--- config.mk ---
export PLATFORM = sky130hd
export DESIGN_NAME = usb_tx_sequencer_flat
export DESIGN_NICKNAME = d
export VERILOG_FILES = /design/src/rtl/usb_pkg.sv /design/src/rtl/usb_tx_sequencer_if.sv /design/src/rtl/usb_crc16.sv /design/src/rtl/usb_tx_sequencer.sv /design/src/flat_wrapper.sv
export SDC_FILE = /design/constraint.sdc
export NUM_CORES = 1
export LEC_CHECK = 0
export CAP_MARGIN = 20
export CORE_ASPECT_RATIO = 1.2
export CORE_UTILIZATION = 59
export DETAILED_ROUTE_END_ITERATION = 7
export GPL_TIMING_DRIVEN = 0
export PLACE_DENSITY = 0.85
export SETUP_SLACK_MARGIN = 0.15
export SYNTH_ARGS = -nofsm -noshare
export SYNTH_HDL_FRONTEND = slang
export SYNTH_HIERARCHICAL = 1
export SYNTH_SLANG_ARGS = --single-unit
--- constraint.sdc ---
create_clock -name clk -period 7.4 [get_ports clk]
set_clock_uncertainty 0.05 [all_clocks]
set_input_delay 2.22 -clock clk [delete_from_list [all_inputs] [get_ports clk]]
set_output_delay 2.22 -clock clk [all_outputs]
set_load 0.03 [all_outputs]
--- src/rtl/usb_pkg.sv ---
// Shared USB definitions: PID encodings, CRC16 constants, PID byte helper and
// the transmit sequencer state type.
package usb_pkg;

  typedef enum logic [3:0] {
    PID_OUT   = 4'b0001,
    PID_IN    = 4'b1001,
    PID_SOF   = 4'b0101,
    PID_SETUP = 4'b1101,
    PID_DATA0 = 4'b0011,
    PID_DATA1 = 4'b1011,
    PID_ACK   = 4'b0010,
    PID_NAK   = 4'b1010,
    PID_STALL = 4'b1110
  } pid_t;

  localparam logic [15:0] CRC16_INIT      = 16'hFFFF;
  localparam logic [15:0] CRC16_POLY_REFL = 16'hA001;

  // On the wire a PID byte carries its own ones-complement check nibble.
  function automatic logic [7:0] pid_byte(input logic [3:0] pid);
    return {~pid, pid};
  endfunction

  typedef enum logic [2:0] {
    ST_IDLE,
    ST_PREF,
    ST_PID,
    ST_DATA,
    ST_CRC_LO,
    ST_CRC_HI,
    ST_GAP
  } tx_state_t;

endpackage

--- src/rtl/usb_tx_sequencer_if.sv ---
// Byte handshake between the packet sequencer and the transceiver TX port.
interface usb_tx_sequencer_if;
  logic [7:0] tx_data;
  logic       tx_valid;
  logic       tx_ready;

  modport master (output tx_data, output tx_valid, input tx_ready);
  modport slave  (input tx_data, input tx_valid, output tx_ready);
endinterface

--- src/rtl/usb_crc16.sv ---
// Byte-wide next-state function of the USB CRC16 (reflected 0x8005), LSB first.
// Purely combinational so the RX checker can share it.
module usb_crc16
  import usb_pkg::*;
(
  input  logic [15:0] crc_in,
  input  logic [7:0]  data_in,
  output logic [15:0] crc_out
);

  // NOTE: blocking assignments are intentional here; each loop pass builds on
  // the previous one within the same combinational evaluation.
  always_comb begin
    crc_out = crc_in ^ {8'h00, data_in};
    for (int i = 0; i < 8; i++) begin
      crc_out = crc_out[0] ? ((crc_out >> 1) ^ CRC16_POLY_REFL) : (crc_out >> 1);
    end
  end

endmodule

--- src/rtl/usb_tx_sequencer.sv ---
// Transmit packet controller: arbitrates handshake vs data requests and emits
// PID, FIFO payload and inverted CRC16 over a byte valid/ready handshake.
module usb_tx_sequencer
  import usb_pkg::*;
#(
  parameter int MAX_LEN = 64,
  parameter int LEN_W   = 7
) (
  input  logic                   clk,
  input  logic                   rst_n,
  input  logic                   usb_reset,
  input  logic                   hs_req,
  input  logic [3:0]             hs_pid,
  input  logic                   dat_req,
  input  logic [3:0]             dat_pid,
  input  logic [LEN_W-1:0]       dat_len,
  input  logic [7:0]             fifo_q,
  input  logic                   fifo_rdempty,
  output logic                   fifo_rdreq,
  usb_tx_sequencer_if.master     tx,
  output logic                   hs_ack,
  output logic                   dat_ack,
  output logic                   done,
  output logic                   underrun,
  output logic                   busy
);

  localparam logic [LEN_W-1:0] LEN_MAX = LEN_W'(MAX_LEN);
  localparam logic [LEN_W-1:0] LEN_ONE = LEN_W'(1);

  tx_state_t        state;
  logic [LEN_W-1:0] rem;
  logic [15:0]      crc;
  logic [15:0]      crc_next;
  logic [7:0]       nxt;
  logic [7:0]       cur_byte;
  logic [LEN_W-1:0] len_eff;
  logic             is_hs;
  logic             cap_pend;

  // A prefetched byte shows up on fifo_q one cycle after the read strobe; it is
  // usable directly in that cycle and parked in nxt afterwards.
  assign cur_byte = cap_pend ? fifo_q : nxt;
  assign len_eff  = (dat_len > LEN_MAX) ? LEN_MAX : dat_len;
  assign busy     = (state != ST_IDLE);

  usb_crc16 u_crc16 (
    .crc_in  (crc),
    .data_in (cur_byte),
    .crc_out (crc_next)
  );

  always_ff @(posedge clk or negedge rst_n) begin
    if (!rst_n) begin
      state       <= ST_IDLE;
      tx.tx_data  <= 8'h00;
      tx.tx_valid <= 1'b0;
      fifo_rdreq  <= 1'b0;
      hs_ack      <= 1'b0;
      dat_ack     <= 1'b0;
      done        <= 1'b0;
      underrun    <= 1'b0;
      rem         <= '0;
      crc         <= CRC16_INIT;
      nxt         <= 8'h00;
      is_hs       <= 1'b0;
      cap_pend    <= 1'b0;
    end else begin
      // NOTE: strobes default low every cycle so each one is exactly one clock
      // wide; branches below only ever raise them.
      hs_ack     <= 1'b0;
      dat_ack    <= 1'b0;
      done       <= 1'b0;
      underrun   <= 1'b0;
      fifo_rdreq <= 1'b0;
      cap_pend   <= fifo_rdreq;
      if (cap_pend) nxt <= fifo_q;

      if (usb_reset) begin
        state       <= ST_IDLE;
        tx.tx_valid <= 1'b0;
        cap_pend    <= 1'b0;
      end else begin
        unique case (state)
          ST_IDLE: begin
            if (hs_req) begin
              hs_ack      <= 1'b1;
              is_hs       <= 1'b1;
              tx.tx_data  <= pid_byte(hs_pid);
              tx.tx_valid <= 1'b1;
              state       <= ST_PID;
            end else if (dat_req) begin
              dat_ack    <= 1'b1;
              is_hs      <= 1'b0;
              tx.tx_data <= pid_byte(dat_pid);
              rem        <= len_eff;
              crc        <= CRC16_INIT;
              if (len_eff == '0) begin
                tx.tx_valid <= 1'b1;
                state       <= ST_PID;
              end else if (fifo_rdempty) begin
                underrun <= 1'b1;
                state    <= ST_GAP;
              end else begin
                fifo_rdreq <= 1'b1;
                state      <= ST_PREF;
              end
            end
          end

          ST_PREF: begin
            tx.tx_valid <= 1'b1;
            state       <= ST_PID;
          end

          ST_PID, ST_DATA: begin
            if (tx.tx_ready) begin
              if (is_hs) begin
                done        <= 1'b1;
                tx.tx_valid <= 1'b0;
                state       <= ST_GAP;
              end else if (rem != '0) begin
                tx.tx_data <= cur_byte;
                crc        <= crc_next;
                rem        <= rem - LEN_ONE;
                state      <= ST_DATA;
                // Prefetch the following byte while this one is on the wire.
                if (rem != LEN_ONE) begin
                  if (fifo_rdempty) begin
                    underrun    <= 1'b1;
                    tx.tx_valid <= 1'b0;
                    state       <= ST_GAP;
                  end else begin
                    fifo_rdreq <= 1'b1;
                  end
                end
              end else begin
                tx.tx_data <= ~crc[7:0];
                state      <= ST_CRC_LO;
              end
            end
          end

          ST_CRC_LO: begin
            if (tx.tx_ready) begin
              tx.tx_data <= ~crc[15:8];
              state      <= ST_CRC_HI;
            end
          end

          ST_CRC_HI: begin
            if (tx.tx_ready) begin
              done        <= 1'b1;
              tx.tx_valid <= 1'b0;
              state       <= ST_GAP;
            end
          end

          ST_GAP: state <= ST_IDLE;

          default: state <= ST_IDLE;
        endcase
      end
    end
  end

endmodule

--- src/flat_wrapper.sv ---
// flat-port wrapper written by rule: the top's interface ports become plain ports
module usb_tx_sequencer_flat import usb_pkg::*;
#(
  parameter int MAX_LEN = 64,
  parameter int LEN_W   = 7
)
  (clk, rst_n, usb_reset, hs_req, hs_pid, dat_req, dat_pid, dat_len, fifo_q, fifo_rdempty, fifo_rdreq, hs_ack, dat_ack, done, underrun, busy, tx_tx_data, tx_tx_valid, tx_tx_ready);
  usb_tx_sequencer_if tx_i ();
  input  logic clk;
  input  logic rst_n;
  input  logic usb_reset;
  input  logic hs_req;
  input  logic [3:0] hs_pid;
  input  logic dat_req;
  input  logic [3:0] dat_pid;
  input  logic [LEN_W-1:0] dat_len;
  input  logic [7:0] fifo_q;
  input  logic fifo_rdempty;
  output logic fifo_rdreq;
  output logic hs_ack;
  output logic dat_ack;
  output logic done;
  output logic underrun;
  output logic busy;
  output wire logic [$bits(tx_i.tx_data)-1:0] tx_tx_data;
  output wire logic [$bits(tx_i.tx_valid)-1:0] tx_tx_valid;
  input wire logic [$bits(tx_i.tx_ready)-1:0] tx_tx_ready;
  assign tx_tx_data = tx_i.tx_data;
  assign tx_tx_valid = tx_i.tx_valid;
  assign tx_i.tx_ready = tx_tx_ready;
  usb_tx_sequencer #(.MAX_LEN(MAX_LEN), .LEN_W(LEN_W)) u_core (.clk(clk), .rst_n(rst_n), .usb_reset(usb_reset), .hs_req(hs_req), .hs_pid(hs_pid), .dat_req(dat_req), .dat_pid(dat_pid), .dat_len(dat_len), .fifo_q(fifo_q), .fifo_rdempty(fifo_rdempty), .fifo_rdreq(fifo_rdreq), .tx(tx_i), .hs_ack(hs_ack), .dat_ack(dat_ack), .done(done), .underrun(underrun), .busy(busy));
endmodule
# == Yosys cells after proc, flatten, opt, wreduce, memory -nomap -nowiden ==
# Cells that the tools add are included.
# word_totals
register_bits,50
inputBits,30
output_inout_bits,15
word_cells,152
# op_classes
add_sub_neg,1
order_cmp,1
eq_ne,21
mux,88
n_bitwise,14
reduce_logical,14
# op_table
operator,count
$mux W16,13
$mux W8,7
$mux W1,42
$mux W7,6
$mux W3,12
$pmux W16 S2,1
$not A2 Y3,8
$pmux W8 S3,1
$not A8 Y8,2
$xor A16 B8 Y16,1
$pmux W3 S5,1
$pmux W7 S2,1
$ne A3 B3 Y1 const B,4
$ne A2 B2 Y1 const B,5
$ne A4 B2 Y1 const B,2
$ne A4 B3 Y1 const B,2
$not A4 Y4,2
$reduce_and A8 Y1,1
$gt A7 B7 Y1 const B,1
$logic_not A7 Y1,1
$ne A7 B1 Y1 const B,1
$reduce_and A7 Y1,1
$reduce_bool A7 Y1,1
$sub A7 B1 Y7 const B,1
16 further kinds,22

# == Depth between registers and ports, before layout ==
# logic_depth
depth_word,22
ltp_mapped,8
depth_no_buf,7

# == By module ==
# Netlist, hierarchy kept.
# modules_own_cells
module,n_inst,cells_per_inst,area_per_inst_um2,seq_area_each_um2
usb_tx_sequencer,1,290,2952.8,1271.2
usb_crc16,1,26,251.5,0.0

# == Worst setup path before layout ==
# No wires, ideal clock.
# synth_timing
path_type,in2reg
from,in fifo_q[4]
to,reg u_core.crc[0]
setup_ns,0.084
arrival_time_ns,3.912
required_ns,7.266
setup_slack_ns,3.353
stages,7
path_buffers,0
path_cell_list,mux2_2 xnor2_1 xnor2_1 xor3_2 xnor3_1 nor2_1 mux2i_1
# synth_between
elab_chain_cells,15
# synth_rtl
element,line,source
"start, declared",flat_wrapper.sv:17,input logic [7:0] fifo_q;
$mux W8 (*),-,
$xor A16 B8 Y16 (*),usb_crc16.sv:14,"crc_out = crc_in ^ {8'h00, data_in};"
$mux W16 (*) (3 in series),usb_crc16.sv:16,crc_out = crc_out[0] ? ((crc_out >> 1) ^ CRC16_POLY_REFL) : (crc_out >> 1);
$not A2 Y3 (no source line),-,
$mux W16 (*) (5 in series),usb_crc16.sv:16,
net u_core.crc_next[0],usb_tx_sequencer.sv:34,logic [15:0] crc_next;
$mux W16 (*),usb_tx_sequencer.sv:122,end else if (rem != '0) begin
$mux W16 (*),usb_tx_sequencer.sv:118,if (is_hs) begin
$mux W16 (*),usb_tx_sequencer.sv:117,if (tx.tx_ready) begin
$pmux W16 S2 (*),usb_tx_sequencer.sv:84,unique case (state)
"end signal, assigned",usb_tx_sequencer.sv:124,crc <= crc_next;
"end, declared",usb_tx_sequencer.sv:33,logic [15:0] crc;
# Mark *: on every way through the listed nets, which the timed path passes. The rest lies on a longest branch. The select of a mux whose other input is x is not followed.
# A chain may end at the register's enable or synchronous reset.

# == Worst setup path in the final report ==
# layout_timing
from,in fifo_q[4]
to,reg u_core.crc[0]
# layout_between
elab_chain_cells,15
# layout_rtl
element,line,source
$mux W8 (*),-,
net u_core.cur_byte[4],usb_tx_sequencer.sv:36,logic [7:0] cur_byte;
$xor A16 B8 Y16 (*),usb_crc16.sv:14,
$mux W16 (*) (3 in series),usb_crc16.sv:16,
$not A2 Y3 (no source line),-,
$mux W16 (*) (5 in series),usb_crc16.sv:16,
net u_core.crc_next[0],usb_tx_sequencer.sv:34,
$mux W16 (*),usb_tx_sequencer.sv:122,
$mux W16 (*),usb_tx_sequencer.sv:118,
$mux W16 (*),usb_tx_sequencer.sv:117,
$pmux W16 S2 (*),usb_tx_sequencer.sv:84,
# Marked as above.

==> metrics.md <==
| Metric | Value |
|---|---|
| Outcome | `complete, but fails checks` |
| Failing checks | `DRC` |
| WL per Instance | `17.7 um` |
| Worst Tran Pin Value | `around 0.62 ns` |
| Final period utilization | `0.592` |
| Area of the multi-input gates | `approximately 1700 sq um` |
| Worst Hold Class | `reg -> reg` |
| FFs w/ async S/R, synth | `1.00` |
| Sink Count | `50` |
| Final ANT Viol Nets | `0` |
| Synth cell types | `60` |
| Gr ovfl total | `0` |
| Initial antenna violation count | `0` |
| Cts repair resizes | `0` |
| Hpwl dp | `5.75 mm` |
| # Post-CTS Setup Buffers | `0` |
| Largest net degree at the start of global routing | `31` |
| Vias per inst | `between 6 and 7` |
| Yosys warns | `6` |
| Reg2Reg Depth | `8` |
| Ys flop type | `dfrtp_1` |
| N_diodes | `0` |
| Top cell by count, worst path | `xnor2_1` |
| I/O Buffers | `43` |
| Slowest-stage cell, CP | `xor3_2` |
| Die ar. | `approximately 5700 sq um` |
| Setup violators final | `0` |
| Crit path largest cell delay | `0.53 ns` |
| PD cells | `about 440 nW/um^2` |
| Critical Path RT | `7.59 ns` |
| Lkg Pwr | `about 1.8 nW` |
| Die X | `~69 um` |
| Max transition margin | `0.582` |
| Psw | `0.719 mW` |
| Post-synthesis cell area | `around 3200 sq um` |
| I/O Pins | `45` |
| Max IR drop VDD | `0.000420 V` |
| Area delta synth->final | `18.9%` |
| Share of cells above drive strength 1 | `0.166` |
| DP Area | `3730 sq um` |
| DRC | `2` |
| Clk Latency, worst-skew pair | `0.30 ns` |
| Reg-to-Reg Start | `u_core/cap_pend` |
| CP arrival | `4.57 ns` |
| Fill cells | `397` |
| CP endpoint | `u_core/crc[0]` |
| Clock transition at the registers of the reported paths | `approximately 0.09 ns` |
| Switching share of power | `0.430` |
| Unrepaired setup endpoints after global routing | `false` |
| Nets | `400` |
| Critical path class | `in -> reg` |
| Drt pass-1 iters | `7` |
| Gate Count Post-Synth | `316` |
| Sequential fraction of design power | `0.284` |
| GRT Resource Usage Total | `0.271` |
| FF+latch count, synth | `50` |
| Vias | `2622` |
| Final hold viol count | `0` |
| H-tree levels | `2` |
| Pre-CTS setup slack | `2.73 ns` |
| Period minus WS final | `4.38 ns` |
| Maximum clock path buffer count | `2` |
| Clock power share | `0.093` |
| Int Pwr | `0.955 mW` |
| Seq. cell area | `1270 sq um` |
| CTS Root Cell | `clkbuf_8` |
| CTS tree | `yes` |
| Post-Route Utilization | `0.724` |
| Setup ws final | `3.02 ns` |
| R2R Setup Slk | `4.49 ns` |
| Total power | `1.67 mW` |
| Crit start category | `primary input` |
| Syn Nets | `roughly 350` |
| Sequence of cells on the critical path | `clkdlybuf4s50_1, mux2_2, xnor2_1, xnor2_1, xor3_2, xnor3_1, nor2_1, mux2i_1` |
| Core area | `around 5300 sq um` |
| Number of global-route vias before repair | `2554` |
| Final GP Congestion | `0.960` |
| Final Max Tran Viols | `0` |
| Reg2reg end | `u_core/crc[0]` |
| Final instance area | `3810 sq um` |
| Drt total wl | `7.63 mm` |
| Crit path max fanout | `3` |
| Critical path origin | `fifo_q[4]` |
| Rows | `29` |
| Sequential element share of the synthesized area | `0.397` |
| Setup total negative slack | `0 ns` |
| Initial DRC Count | `approximately 200` |
| CP Capture Type | `flip-flop` |
| TritonCTS Buffers | `5` |
| Post-synth EDFFs | `0` |
| Comb pwr share | `0.624` |
| WHS Path Cells | `2` |
| First-pass GRT wire length | `around 12 mm` |
| Die H | `82.7 um` |
| Hold-fix buffers, CTS | `0` |
| MaxCap Viol Count | `0` |
| Average cell area after synthesis | `10.1 sq um` |
| Maximum clock frequency | `between 200 and 250 MHz` |
| Initial Utilization | `0.609` |
[cells in the final DEF, fill, tap and decap left out, drive strengths merged, types with 11 or more instances in the layout]
master         instances
a21oi                 12
dfstp                 16
clkbuf                16
a21o                  11
dfrtp                 34
clkdlybuf4s50         42
mux2                  13
nor2                  24
inv                   32
mux2i                 24
buf                   17
xnor2                 14
[cell type report]
type	count	share of cell area
clock buffers	6	0.0190
flip-flops and latches	50	0.334
plain buffers	25	0.0401
repair buffers	44	0.117
inverters	32	0.0315
multi-input cells	209	0.436
clock inverters	2	0.00263
well taps	62	0.0204
[how the worst min path moves through the flow]
stage | from | to
after detailed placement | u_core/crc[12] | u_core/crc[12]
after floorplan | u_core/crc[12] | u_core/crc[12]
after CTS | u_core/crc[12] | u_core/crc[12]
after global routing | u_core/crc[12] | u_core/crc[12]
final | u_core/crc[12] | u_core/crc[12]
after global placement | u_core/crc[12] | u_core/crc[12]
[worst max-delay path, delay by kind of cell]
family	cells	cell delay, ns
AND/OR/NAND/NOR	1	0.10
XOR/XNOR	4	1.46
buffers and inverters	1	0.39
multiplexers	2	0.39
[power groups by stage]
stage               logic, mW  clock network [mW]  registers (mW)
finish                   1.04               0.155           0.475
global route             1.13               0.172           0.489
CTS                      1.03               0.161           0.473
detailed placement       1.02                   0           0.479
global placement         1.01                   0           0.473
floorplan               0.750                   0           0.510
[state kept, by name, indices dropped and copies added (netlist names)]
name                flops
u_core/tx.tx_data       8
u_core/hs_ack           1
u_core/cap_pend         1
u_core/rem              7
u_core/fifo_rdreq       1
u_core/crc             16
u_core/tx.tx_valid      1
u_core/dat_ack          1
u_core/state            3
u_core/underrun         1
u_core/nxt              8
u_core/done             1
u_core/is_hs            1
[Yosys cell counts, types with 3 or more instances]
library cell / n / share of area
mux2_2: 12 / 0.042
a22oi_1: 4 / 0.0094
nor3_1: 5 / 0.0078
buf_6: 4 / 0.014
mux2i_1: 24 / 0.075
dfstp_2: 16 / 0.13
xnor2_1: 14 / 0.038
clkbuf_1: 10 / 0.012
o31ai_1: 4 / 0.0094
o2bb2ai_1: 7 / 0.019
inv_1: 32 / 0.037
a21o_1: 11 / 0.026
nand2_1: 4 / 0.0047
ha_1: 3 / 0.012
or4b_1: 4 / 0.012
nor4b_1: 5 / 0.014
a21oi_1: 11 / 0.017
o22ai_1: 4 / 0.0078
buf_4: 6 / 0.014
a211oi_1: 4 / 0.0094
xor2_1: 6 / 0.016
a31oi_1: 10 / 0.020
nor2b_1: 5 / 0.0098
nor4_1: 5 / 0.0098
buf_2: 5 / 0.0078
nor2_1: 23 / 0.027
o21ai_0: 5 / 0.0078
dfrtp_1: 34 / 0.27
[per-stage QoR]
step	hold slack, ns	std cells
3_3_place_gp	0.418	421
5_1_grt	0.465	430
2_1_floorplan	0.403	316
4_1_cts	0.433	430
6_report	0.431	430
3_5_place_dp	0.419	422
[routing by layer]
| metal | GRT usage | vias to the layer above | part of all wire |
|---|---|---|---|
| met3 | 0.0510 | 4 | 0.054 |
| met5 | 0 | - | 0 |
| met2 | 0.474 | 102 | 0.49 |
| met1 | 0.350 | 1291 | 0.45 |
| met4 | 0.0673 | 0 | 0.0037 |
| li1 | - | 1225 | - |
[kinds of logic after synthesis]
family	count (synthesis)	share of synthesized area
AOI/OAI and AO/OA	77	0.181
adders and majority gates	4	0.0148
muxes	37	0.121
DFF	50	0.397
buffers and inverters	57	0.0851
and+or+nand+nor	69	0.132
xor gates and xnor gates	22	0.0695
(Power assumes the default switching activity.)
==> edit 1, RTL diff (config.mk and constraints unchanged) <==
`LEN_W` is set to 7 in 2 places; all go to 14.
--- a/src/rtl/usb_tx_sequencer.sv
+++ b/src/rtl/usb_tx_sequencer.sv
@@ -4,7 +4,7 @@
   import usb_pkg::*;
 #(
   parameter int MAX_LEN = 64,
-  parameter int LEN_W   = 7
+  parameter int LEN_W   = 14
 ) (
   input  logic                   clk,
   input  logic                   rst_n,
--- a/src/flat_wrapper.sv
+++ b/src/flat_wrapper.sv
@@ -2,7 +2,7 @@
 module usb_tx_sequencer_flat import usb_pkg::*;
 #(
   parameter int MAX_LEN = 64,
-  parameter int LEN_W   = 7
+  parameter int LEN_W   = 14
 )
   (clk, rst_n, usb_reset, hs_req, hs_pid, dat_req, dat_pid, dat_len, fifo_q, fifo_rdempty, fifo_rdreq, hs_ack, dat_ack, done, underrun, busy, tx_tx_data, tx_tx_valid, tx_tx_ready);
   usb_tx_sequencer_if tx_i ();
Ports: changed (resized dat_len); port bits go from 45 to 52. No check against the original RTL was run, so the function may have changed too.
==> edit 1 against the unedited design <==
Wire length rose by 15%; sequential cell count rose by 7; worst setup slack improved by 0.0093 ns; fmax rose by 0.21%; cell area rose by 12%; non-clock buffer count rose by 11; die area rose by 8.1%; power rose by 26%; sequential power rose by 27%; area after synthesis rose by 8.3%.
==> edit 1: results (changes against the unedited design) <==
Routing
  – 1st-iter DRT viols: 237 (was 204)
  – Via/cell ratio: 5.88 (was 6.10)
  – Detailed Route WL: 8800 um (was 7630 um)
  – TritonRoute pass-1 iters: 5 (was 7)

Clock network
  – CTS root buf: clkbuf_8 (unchanged)
  – Setup repair bufs after CTS: 0 (unchanged)
  – CTS max path bufs: 2 (unchanged)
  – H-tree depth: 3 (was 2)
  – CTS-repair resized insts: 0 (unchanged)
  – Worst-Skew Late Latency: 0.35 ns (was 0.30 ns)
  – CTS Buf Count: 9 (was 5)
  – Clk slew on worst S/H paths: 0.07 ns (was 0.09 ns)

Power and ir drop
  – Max VDD drop: 0.355 mV (was 0.420 mV)
  – Static Leak: 1.79 nW (about the same)

Placement
  – Gp weighted congestion: 0.910 (was 0.960)
  – Pre-CTS setup slack: 2.70 ns (was 2.73 ns)
  – Port bufs: 51 (was 43)
  – Post-DP HPWL: 6620 um (was 5750 um)
  – Area after detailed placement: 4100 um^2 (was 3730 um^2)

GRT
  – GRT Total Usage: 0.312 (was 0.271)
  – Largest net degree at the start of global routing: 36 (was 31)
  – Initial antenna violation count: 0 (unchanged)
  – First-pass GRT wire length: 14,600 um (was 12,300 um)
  – Vias in the first global route: 3,126 (was 2,554)

Finish
  – Share of cells above drive strength 1: 0.149 (was 0.166)
  – Ant diodes: 0 (unchanged)
  – Largest registers: u_core/crc: 16 flops, u_core/rem: 14 flops (was u_core/crc: 16 flops, u_core/nxt: 8 flops, u_core/tx.tx_data: 8 flops)
  – Fin nets: 489 (was 400)

Setup path
  – Worst reg2reg path startpoint: u_core/cap_pend (unchanged)
  – Crit path largest cell delay: 0.53 ns (about the same)
  – Reg2reg setup slack: 4.46 ns (was 4.49 ns)
  – Worst path arrival time: 4.58 ns (was 4.57 ns)
  – Crit path from: fifo_q[4] (unchanged)
  – Critical Path Slowest Stage Cell: xor3_2 (unchanged)
  – R2R cell count: 8 (unchanged)

Hold path
  – Min-delay src: u_core/fifo_rdreq (was u_core/crc[12])
  – HP Class: register to register (unchanged)

Run status
  – Outcome: complete, no violations (was finished with violations)

Yosys
  – Mux contribution to synthesized area: 0.0663 (was 0.121)
  – Yosys warnings: 6 (unchanged)
  – Top cells by area, synth: dfrtp_1 30%, dfstp_2 12%, nor2_1 6.7% (was dfrtp_1 27%, dfstp_2 13%, mux2i_1 7.5%)
  – Sequential cell area fraction in the yosys report: 0.417 (was 0.397)
  – Synth Area in Compound Gates: 0.164 (was 0.181)
  – Yosys cell types: 54 (was 60)
  – Post-synth ARST share: 1.00 (unchanged)
  – Synth Area in XOR/XNOR: 0.0717 (was 0.0695)
  – Synthesized Nets: 426 (was 349)
  – Post-synth top area share: 0.296 (was 0.266)
  – Commonest cells post-synth: 62 x nor2_1, 41 x dfrtp_1, 38 x nand2_1 (was 34 x dfrtp_1, 32 x inv_1, 24 x mux2i_1)
  – Synth Area in Adders: 0.00721 (was 0.0148)

Timing
  – Worst-margin pin slew: 0.803 ns (was 0.621 ns)
  – Period Utilization, post-route: 0.590 (was 0.592)
  – Max-slew violations: 0 (unchanged)
[edit 1: layer usage]
metal / vias to the layer above / track usage / wire length (um)
met1: 1473 / 0.368 / 3440
met4: 0 / 0.205 / 420
met2: 137 / 0.522 / 4420
met5: - / 0 / 0
li1: 1500 / - / -
met3: 34 / 0.0529 / 519
[edit 1: critical path: cells and delay by family]
kind	cells	cell delay (ns)
XOR/XNOR	4	1.47
buffers and inverters	1	0.41
multiplexers	1	0.30
AND/OR/NAND/NOR	1	0.10
AO/OA/AOI/OAI	1	0.08
[edit 1: how the worst min path moves through the flow]
stage,endpoint,slack [ns],cells after the start
floorplan,u_core/crc[10],0.42,2
global placement,u_core/crc[2],0.44,2
detailed placement,u_core/crc[2],0.45,2
CTS,u_core/cap_pend,0.45,1
global route,u_core/cap_pend,0.46,1
finish,u_core/cap_pend,0.44,1
[edit 1: final cells by class]
class                      count  area (um^2)
inverter                       4         15.0
tap                           80          100
timing repair buffer          52          526
clock inverter                 5         32.5
sequential                    57         1450
buffer                        28          156
multi-input combinational    298         1850
fill                         401         1400
clock buffer                  11          141
[edit 1: stage by stage]
step | util | instances
after detailed placement | 0.723 | 519
final | 0.753 | 535
after global routing | 0.753 | 535
after floorplan | - | 387
after global placement | 0.720 | 518
after CTS | 0.753 | 535
[edit 1: report_power, final]
group	internal, mW	switching (mW)
clock network	0.129	0.130
logic	0.597	0.651
registers	0.479	0.123
[edit 1: cell families (layout without fill, tap and decap cells)]
| group | count (synthesis) | after routing |
|---|---|---|
| compound gates | 89 | 89 |
| xor+xnor | 25 | 25 |
| fa+ha+maj | 2 | 2 |
| buf+inv | 32 | 100 |
| flops | 57 | 57 |
| mux | 21 | 21 |
| simple gates | 161 | 161 |
==> edit 2, RTL diff (config.mk and constraints unchanged) <==
Made on the original files. Register the output `underrun` once more, cleared by the reset; this adds one clock of latency there. The other outputs are not delayed to match.
--- a/src/rtl/usb_tx_sequencer.sv
+++ b/src/rtl/usb_tx_sequencer.sv
@@ -27,6 +27,8 @@
 
   localparam logic [LEN_W-1:0] LEN_MAX = LEN_W'(MAX_LEN);
   localparam logic [LEN_W-1:0] LEN_ONE = LEN_W'(1);
+
+  logic underrun_s0;
 
   tx_state_t        state;
   logic [LEN_W-1:0] rem;
@@ -59,7 +61,7 @@
       hs_ack      <= 1'b0;
       dat_ack     <= 1'b0;
       done        <= 1'b0;
-      underrun    <= 1'b0;
+      underrun_s0 <= 1'b0;
       rem         <= '0;
       crc         <= CRC16_INIT;
       nxt         <= 8'h00;
@@ -71,7 +73,7 @@
       hs_ack     <= 1'b0;
       dat_ack    <= 1'b0;
       done       <= 1'b0;
-      underrun   <= 1'b0;
+      underrun_s0 <= 1'b0;
       fifo_rdreq <= 1'b0;
       cap_pend   <= fifo_rdreq;
       if (cap_pend) nxt <= fifo_q;
@@ -99,7 +101,7 @@
                 tx.tx_valid <= 1'b1;
                 state       <= ST_PID;
               end else if (fifo_rdempty) begin
-                underrun <= 1'b1;
+                underrun_s0 <= 1'b1;
                 state    <= ST_GAP;
               end else begin
                 fifo_rdreq <= 1'b1;
@@ -127,7 +129,7 @@
                 // Prefetch the following byte while this one is on the wire.
                 if (rem != LEN_ONE) begin
                   if (fifo_rdempty) begin
-                    underrun    <= 1'b1;
+                    underrun_s0 <= 1'b1;
                     tx.tx_valid <= 1'b0;
                     state       <= ST_GAP;
                   end else begin
@@ -164,5 +166,13 @@
     end
   end
 
+  always_ff @(posedge clk or negedge rst_n) begin
+    if (!rst_n) begin
+      underrun <= '0;
+    end else begin
+      underrun <= underrun_s0;
+    end
+  end
+
 endmodule
 
Check against the original RTL: not equivalent (a bounded check fails within 4 cycles, from zero or initial values and one cycle with rst_n low).
==> edit 2 against the unedited design <==
Power is 2.9% higher; cell area increased by 0.95%; sequential cell count increased by 1; wire length is 14% higher; area after synthesis up 0.55%; non-clock buffer count rose by 2; worst setup slack got worse by 0.36 ns; sequential power is 1% lower.
==> edit 2: results (changes against the unedited design) <==
Hold path
  – Hold Crit Depth: 0 (was 2)
  – Min-delay src: u_core/underrun_s0 (was u_core/crc[12])
  – HP Class: register to register (unchanged)
  – Worst Hold Path EP: u_core/underrun (was u_core/crc[12])

GRT
  – Global Route met2 Usage: 0.515 (was 0.474)
  – Largest net degree at the start of global routing: 38 (was 31)
  – Met1 Usage GRT: 0.389 (was 0.350)
  – GRT Total Usage: 0.309 (was 0.271)
  – Met3 Track Usage GR: 0.0655 (was 0.0510)
  – First-pass GRT wire length: 13,900 um (was 12,300 um)
  – Vias in the first global route: 2,801 (was 2,554)

Routing
  – Met3 WL: 775 um (was 413 um)
  – Met2 Routed Length: 4300 um (was 3720 um)
  – DRT met1 WL: 3370 um (was 3460 um)
  – WL per Instance: 20.8 um (was 17.7 um)
  – Vias: 2,841 (was 2,622)
  – TritonRoute pass-1 iters: 5 (was 7)

Yosys
  – Top cells by area, synth: dfrtp_1 27%, dfstp_2 13%, nor4_1 4.7% (was dfrtp_1 27%, dfstp_2 13%, mux2i_1 7.5%)
  – Yosys cell types: 64 (was 60)
  – Synth Area in Adders: 0.0148 (about the same)
  – Sequential cell area fraction in the yosys report: 0.402 (was 0.397)
  – Synth Area in Compound Gates: 0.215 (was 0.181)
  – Synthesized Nets: 339 (was 349)
  – Yosys warnings: 6 (unchanged)
  – Synth Area in XOR/XNOR: 0.0664 (was 0.0695)
  – Syn Inst Count: 306 (was 316)
  – Mux contribution to synthesized area: 0.0715 (was 0.121)

Finish
  – Fin nets: 389 (was 400)
  – Share of cells above drive strength 1: 0.221 (was 0.166)
  – Final Non-Filler Cells: 419 (was 430)
  – Fill cells: 399 (was 397)

Placement
  – Pre-CTS setup slack: 2.38 ns (was 2.73 ns)
  – Post-DP HPWL: 6330 um (was 5750 um)
  – Area after detailed placement: 3730 um^2 (about the same)
  – Gp weighted congestion: 0.918 (was 0.960)
  – Placed insts: 411 (was 422)

Timing
  – Worst setup margin: 2.66 ns (was 3.02 ns)
  – Final hold slack: 0.309 ns (was 0.431 ns)
  – Worst-margin pin slew: 0.797 ns (was 0.621 ns)

Setup path
  – Crit path largest cell delay: 0.47 ns (was 0.53 ns)
  – CP max FO: 3 (unchanged)
  – Worst path arrival time: 4.94 ns (was 4.57 ns)
  – Worst Setup End Kind: register (unchanged)
  – Reg2reg setup slack: 4.16 ns (was 4.49 ns)

Power and ir drop
  – Static Leak: 1.52 nW (was 1.79 nW)
  – Switching Share: 0.436 (was 0.430)
  – Max VDD drop: 0.354 mV (was 0.420 mV)

Run status
  – Outcome: complete, no violations (was finished with violations)
[edit 2: changes by cell type after synthesis, moves of 8 or more]
| cell | delta |
|---|---|
| nor2_1 | -11 |
| nor4_1 | +19 |
| inv_1 | -22 |
| o21ba_1 | +9 |
| a21o_1 | -10 |
| o21ba_2 | +8 |
| mux2i_1 | -16 |
[edit 2: power by group through the flow]
stage / Combinational (mW) / Clock [mW] / Sequential, mW
4_1_cts: 1.03 / 0.200 / 0.468
3_5_place_dp: 1.02 / 0 / 0.474
6_report: 1.05 / 0.200 / 0.469
2_1_floorplan: 0.714 / 0 / 0.507
5_1_grt: 1.12 / 0.211 / 0.481
3_3_place_gp: 0.996 / 0 / 0.466
[edit 2: area by class of cell]
cell class,instances,area [um^2],area share
multi-input cells,217,1740,0.451
plain buffers,28,153,0.0397
flip-flops and latches,51,1300,0.337
repair buffers,43,435,0.113
clock inverters,2,38.8,0.0101
clock buffers,6,72.6,0.0189
inverters,10,37.5,0.00976
well taps,62,77.6,0.0202
